`config.mk`:
```
export PLATFORM = sky130hd
export DESIGN_NAME = fifo_read_stream
export DESIGN_NICKNAME = d
export VERILOG_FILES = /design/src/rtl/fifo_read_stream_pkg.sv /design/src/rtl/fifo_read_stream.sv
export SDC_FILE = /design/constraint.sdc
export NUM_CORES = 1
export LEC_CHECK = 0
export BUFFER_PORTS_ARGS = -buffer_cell sky130_fd_sc_hd__buf_2
export CORE_MARGIN = 2
export CORE_UTILIZATION = 47
export CTS_CLUSTER_SIZE = 16
export DETAILED_ROUTE_END_ITERATION = 6
export PLACE_DENSITY = 0.78
export SYNTH_ARGS = -nofsm -noshare
export SYNTH_HDL_FRONTEND = slang
export SYNTH_SLANG_ARGS = --single-unit
```
`constraint.sdc`:
```
create_clock -name read_clk -period 2.7 [get_ports read_clk]
set_clock_uncertainty 0.1 [all_clocks]
set_input_delay 0.135 -clock read_clk [delete_from_list [all_inputs] [get_ports read_clk]]
set_output_delay 0.135 -clock read_clk [all_outputs]
set_load 0.005 [all_outputs]
```
`src/rtl/fifo_read_stream_pkg.sv`:
```
// Shared FIFO definitions: default entry width and the output-buffer occupancy encoding.
package fifo_read_stream_pkg;

   localparam int FIFO_BITS = 32;

   typedef enum logic [1:0] {
      OCC_EMPTY = 2'd0,
      OCC_HALF  = 2'd1,
      OCC_FULL  = 2'd2
   } occ_e;

endpackage

```
`src/rtl/fifo_read_stream.sv`:
```
// Pops a read-latency-1 FIFO into a valid/ready stream through a 2-entry buffer; pop-to-valid is 2 cycles.
// Backpressure holds the head word stable and stops pops once buffered plus in-flight words would exceed two.
module fifo_read_stream
   import fifo_read_stream_pkg::*;
#(
   parameter int BITS       = FIFO_BITS,
   parameter int COUNT_BITS = 32
) (
   input  logic                  read_clk,
   input  logic                  read_rst_n,
   input  logic                  p_enable,
   output logic                  p_fifo_read_en,
   input  logic                  p_fifo_read_empty,
   input  logic [BITS-1:0]       p_fifo_read_data,
   output logic                  p_out_valid,
   input  logic                  p_out_ready,
   output logic [BITS-1:0]       p_out_data,
   output logic [COUNT_BITS-1:0] p_xfer_count
);

   occ_e                  occ_q, occ_d;
   logic                  inflight_q, inflight_d;
   logic [BITS-1:0]       head_q, head_d;
   logic [BITS-1:0]       tail_q, tail_d;
   logic [COUNT_BITS-1:0] count_q, count_d;
   logic                  xfer;
   logic [2:0]            pending;

   always_comb begin
      xfer    = (occ_q != OCC_EMPTY) && p_out_ready;
      pending = {1'b0, occ_q} + {2'b00, inflight_q};
      // occupancy + inflight - transfer <= 1, rearranged to avoid unsigned underflow
      p_fifo_read_en = read_rst_n && p_enable && !p_fifo_read_empty &&
                       (pending <= ({2'b00, xfer} + 3'd1));
      inflight_d = p_fifo_read_en && !p_fifo_read_empty;
      count_d    = count_q + {{(COUNT_BITS-1){1'b0}}, xfer};

      occ_d  = occ_q;
      head_d = head_q;
      tail_d = tail_q;
      case (occ_q)
         OCC_EMPTY: begin
            if (inflight_q) begin
               occ_d  = OCC_HALF;
               head_d = p_fifo_read_data;
            end
         end
         OCC_HALF: begin
            if (inflight_q && !xfer) begin
               occ_d  = OCC_FULL;
               tail_d = p_fifo_read_data;
            end else if (inflight_q && xfer) begin
               head_d = p_fifo_read_data;
            end else if (xfer) begin
               occ_d = OCC_EMPTY;
            end
         end
         OCC_FULL: begin
            if (xfer) begin
               head_d = tail_q;
               if (inflight_q) tail_d = p_fifo_read_data;
               else            occ_d  = OCC_HALF;
            end
         end
         default: occ_d = OCC_EMPTY;
      endcase
   end

   always_ff @(posedge read_clk or negedge read_rst_n) begin
      if (!read_rst_n) begin
         occ_q      <= OCC_EMPTY;
         inflight_q <= 1'b0;
         count_q    <= '0;
      end else begin
         occ_q      <= occ_d;
         inflight_q <= inflight_d;
         count_q    <= count_d;
      end
   end

   // Data entries carry no reset; the head is only observed while occupancy is non-empty.
   always_ff @(posedge read_clk) begin
      head_q <= head_d;
      tail_q <= tail_d;
   end

   assign p_out_valid  = (occ_q != OCC_EMPTY);
   assign p_out_data   = head_q;
   assign p_xfer_count = count_q;

   a_full_no_capture: assert property (@(posedge read_clk) disable iff (!read_rst_n)
      !(occ_q == OCC_FULL && inflight_q && !xfer));

   a_no_pop_when_empty: assert property (@(posedge read_clk) disable iff (!read_rst_n)
      !(p_fifo_read_en && p_fifo_read_empty));

endmodule
```
-- After elaboration in Yosys (flattened, before gate mapping)
Index checks and enable logic that the tools add are counted.
- register bits after elaboration: 99
- output and inout bits: 66
- word-level logic and storage cells: 51
- add/subtract/negate cells: 3
- $lt $le $gt $ge: 1
- equality and inequality tests: 11
- muxes and demuxes: 15
- reduce and logical (&&, ||, !) cells: 16
- operators by type and width (cell ; count):
    $mux 32 ; 6
    $pmux 32 s3 ; 1
    $pmux 32 s2 ; 1
    $add 32x1->32 ; 1
    $ne 2x2->1 const B ; 7
    $mux 2 ; 6
    $reduce_and 5->1 ; 2
    $logic_and 1x1->1 ; 7
    $ne 3x3->1 const B ; 2
    $pmux 2 s3 ; 1
    $reduce_and 4->1 ; 1
    $reduce_bool 2->1 ; 2
    $add 2x1->3 ; 1
    $le 3x2->1 ; 1
    $reduce_bool 3->1 ; 1
    $add 1x1->2 const B ; 1
    $eq 2x1->1 const B ; 1
    $eq 2x2->1 const B ; 1
    $logic_not 1->1 ; 2
    $logic_not 2->1 ; 1

-- Depth between registers and ports, before layout
- word-level depth: 6
- gate-level depth with buffers: 10
- depth with buffers taken out: 9

-- Worst setup path before layout
OpenSTA, ideal clock, no wires.
- path type: reg-to-reg
- start: register occ_q[1]
- end: register tail_q[0], enable pin
- setup time: 0.422 ns
- arrival: 2.161 ns
- data required time: 2.178 ns
- path slack: 0.018 ns
- stages on the path, launching flop included: 5
- period minus slack after synthesis: 2.682 ns
- cells stage by stage: dfrtp_1 -> clkbuf_1 -> nand3b_1 -> o21a_1 -> nor2_1
- word-level cells in the longest chain between the ends: 6
- elaborated cells between the ends (all ways): 11
- those cells by class: 5 x eq/ne; 6 x reduce/logical
- ends and longest elaborated chain (what ; RTL line ; text):
    start: declaration ; fifo_read_stream.sv:21 ; occ_e occ_q, occ_d;
    start signal: assignment ; fifo_read_stream.sv:71 ; occ_q <= OCC_EMPTY;
    start signal: assignment ; fifo_read_stream.sv:75 ; occ_q <= occ_d;
    $reduce_bool 2->1 ; fifo_read_stream.sv:30 ; xfer = (occ_q != OCC_EMPTY) && p_out_ready;
    $logic_and 1x1->1 ; fifo_read_stream.sv:30 ;
    $logic_not 1->1 ; fifo_read_stream.sv:49 ; if (inflight_q && !xfer) begin
    $logic_and 1x1->1 ; fifo_read_stream.sv:49 ;
    $ne 2x2->1 (no line) ; -- ;
    $reduce_and 4->1 (no line) * ; -- ;
    end signal: assignment ; fifo_read_stream.sv:84 ; tail_q <= tail_d;
    end: declaration ; fifo_read_stream.sv:24 ; logic [BITS-1:0] tail_q, tail_d;
Mark *: on every way between the ends. The rest lies on a longest branch, timed or not.
A chain may end at the register's enable or synchronous reset.

-- Final worst setup path
- start: register occ_q[1]
- end: output p_fifo_read_en
- word-level cells in the longest chain between the ends: 5
- elaborated cells between the ends (all ways): 6
- those cells by class: 2 x add/sub; 1 x order compare; 3 x reduce/logical
- ends and longest elaborated chain (what ; RTL line ; text):
    $reduce_bool 2->1 ; fifo_read_stream.sv:30 ;
    $logic_and 1x1->1 ; fifo_read_stream.sv:30 ;
    $add 1x1->2 ; fifo_read_stream.sv:34 ; (pending <= ({2'b00, xfer} + 3'd1));
    $le 3x2->1 * ; fifo_read_stream.sv:34 ;
    $logic_and 1x1->1 * ; fifo_read_stream.sv:33 ; p_fifo_read_en = read_rst_n && p_enable && !p_fifo_read_empty &&
    end: declaration ; fifo_read_stream.sv:12 ; output logic p_fifo_read_en,
Marked as above.

==> results.cfg <==
[status]
status = completed

[synth]
syn_nets = 299
yosysWarningCount = 0
sequential_to_total_area_share_from_yosys_stat_pct = 69.77
dominantRegCellSynth = sky130_fd_sc_hd__edfxtp_1
synth_top_area_share_pct = 47.93
synth_edf_count = 64
synth_seq_cells = 99
post_synth_instance_area_um2 = 4010
yosysUniqueCellTypes = 33
syn-mean-instance-area_um2 = 15.66
async_flop_share_pct = 35.35
synthCells = 256
synth_top_cells_by_count = 64 x sky130_fd_sc_hd__edfxtp_1, 35 x sky130_fd_sc_hd__dfrtp_1, 32 x sky130_fd_sc_hd__mux2_2
yosys.cell_count.top_type = sky130_fd_sc_hd__edfxtp_1
netlist_top_cells_area = sky130_fd_sc_hd__edfxtp_1 48%, sky130_fd_sc_hd__dfrtp_1 22%, sky130_fd_sc_hd__mux2_2 9.0%
synth_area_leader_cell = sky130_fd_sc_hd__edfxtp_1

[power_and_ir_drop]
irDropWorstVdd_uv = 336.3
report.power.total_mw = 3.028
netSwitchingPower_mw = 0.7663
swShare_pct = 25.31
comb_power_share_pct = 12.2
leakage_nw = 2.233
clock_power_share_pct = 29.0
powerDensity_nw_per_um2 = 579.4
power_share_of_the_sequential_group_pct = 58.8
cell_internal_pwr_mw = 2.262

[die]
initial_utilization_pct = 48.56
chipHeight_um = 96.37
rows = 33
coreArea_um2 = 8258
floorplan.die_area_um2 = 9287
die_width_um = 96.37
design.portCount = 103

[route]
antenna_left = 0
drc = 0
detailedRoute.firstIterationViolations = 73
via_count = 2615
routed_wirelength_um = 8116
avgViaCountPerCell = 5.078
wire_per_inst_um = 15.76
drt_pre_antenna_iters = 4

[clocking]
later_pin_clock_latency_in_the_skew_report_ns = 0.36
clock_tree.htree_level_count = 3
tritoncts_clock_tree = built
cts.sink_count = 99
cts_buffers = 9
cts.clk_slew.worst_paths_ns = 0.09
cts-root-buf = sky130_fd_sc_hd__clkbuf_8
cts-root-to-sink-buffers = 2

[global_routing]
grt.total_usage_pct = 17.76
first_global_vias = 2522
global_route_wire_length_before_repair_um = 12350
number_of_antenna_violations_at_the_first_check_in_global_routing = 0
grt_overflow_total = 0
grt_start_max_net_pins = 36

[timing]
final_period_minus_worst_setup_slack_ns = 2.583
maximum_frequency_from_static_timing_analysis_mhz = 387.1
worstMarginPinSlew_ns = 0.5893
finalSetupViolCount = 0
max-slew-margin-rel_pct = 60.41
finalSetupTns_ns = 0
hold_viol_final = 0
holdWs_ns = 0.09012
final-max-slew-violation-count = 0
post_route_worst_setup_slack_ns = 0.1168
timing.final.crit_share_pct = 95.67

[layout]
area.growth.synth_to_final_pct = 30.33
layout_cell_share_with_drive_strength_beyond_1_pct = 40.00
final_cell_count_without_fillers = 515
antenna_cells = 0
fillers = 636
postLayoutCellArea_um2 = 5226
finalNetCount = 448
layout.area.seq_um2 = 2799
finalCoreUtilization_pct = 63.29
multi_input_area_um2 = 1171

[place]
placed_cells_incl_taps = 461
dpl-instance-area_um2 = 4663
dp_worst_setup_slack_ns = 0.2246
port_buffers = 102
place_hpwl_um = 5221
gp_routability_congestion = 0.8311

[critical_path]
crit_required_ns = 2.47
worst-endpoint-arrival_ns = 2.35
worst_setup_path_end_kind = output pin
crit_type = flip-flop to output pin
crit_fanout = 6
worstSetupStartpointType = flip-flop

[run]
max-cap-violations = 0

[hold_path]
min-delay-path-class = input port to flip-flop
==> worst max-delay path, cell delays in order (launching register included) <==
cell and delay, ns:
sky130_fd_sc_hd__dfrtp_2 0.45, sky130_fd_sc_hd__or2_2 0.32, sky130_fd_sc_hd__nand2_1 0.09, sky130_fd_sc_hd__inv_1 0.07, sky130_fd_sc_hd__fa_1 0.45, sky130_fd_sc_hd__o31a_1 0.30
sky130_fd_sc_hd__a21oi_2 0.12, sky130_fd_sc_hd__nor3_1 0.06, sky130_fd_sc_hd__buf_2 0.12
==> power by group through the flow <==
| stage | clock network, mW | registers, mW | logic [mW] |
|---|---|---|---|
| global route | 0.969 | 1.79 | 0.414 |
| detailed placement | 0 | 1.81 | 0.321 |
| global placement | 0 | 1.81 | 0.309 |
| finish | 0.879 | 1.78 | 0.369 |
| floorplan | 0 | 1.81 | 0.153 |
| CTS | 0.918 | 1.78 | 0.363 |
==> final timing paths <==
kind | from | to | slack [ns] | cells after the start
setup / recovery | occ_q[1] | p_fifo_read_en | 0.12 | 8
hold / removal | p_out_ready | occ_q[0] | 0.09 | 3
setup reg to reg | occ_q[0] | p_xfer_count[30] | 0.29 | 9
hold reg to reg | p_xfer_count[31] | p_xfer_count[31] | 0.37 | 1
max in group asynchronous | read_rst_n | occ_q[1] | 1.87 | 3
min in group asynchronous | read_rst_n | p_xfer_count[15] | 0.30 | 3
==> layer usage <==
| metal | GRT usage (%) | routed length (um) |
|---|---|---|
| met2 | 28.94 | 3901 |
| met5 | 0 | 0 |
| met3 | 4.112 | 553 |
| met1 | 23.67 | 3559 |
| met4 | 5.986 | 102 |
==> sequential cells by signal, summed over array words and instances (netlist names) <==
name,flops
tail_q,32
p_out_data,32
inflight_q,1
occ_q,2
p_xfer_count,32
==> final cells by class <==
type                       instances  area share (%)
multi-input combinational        144           22.41
timing repair buffer             144           17.48
tap                              105           2.514
clock inverter                     7           1.173
clock buffer                       9           2.370
inverter                           7          0.5028
sequential                        99           53.56
==> cells in the final DEF, fill, tap and decap left out, drive strengths merged, types with 7 or more instances in the layout <==
cell type	count
mux2	32
edfxtp	64
dlygate4sd3	35
inv	9
nand2	13
nand3	13
clkbuf	9
xnor2	24
nand4	12
nor2	7
buf	109
dfrtp	35
==> timing repair <==
| action | in CTS | in global routing |
|---|---|---|
| resized for setup | 0 | 2 |
| hold buffers | 35 | 0 |
| setup buffers | 0 | 3 |
| endpoints found under the hold margin | 94 | 0 |
| endpoints found under the setup margin | 0 | 5 |
==> kinds of logic (layout without fill, tap and decap cells) <==
group	after synthesis	after routing	share of synthesized area (%)
compound gates	6	6	1.030
xor+xnor	30	30	6.552
fa+ha+maj	6	6	2.059
buf+inv	13	167	1.310
flops	99	99	69.77
mux	33	33	9.236
simple gates	69	69	10.05
Power figures use the tool's default switching activity.
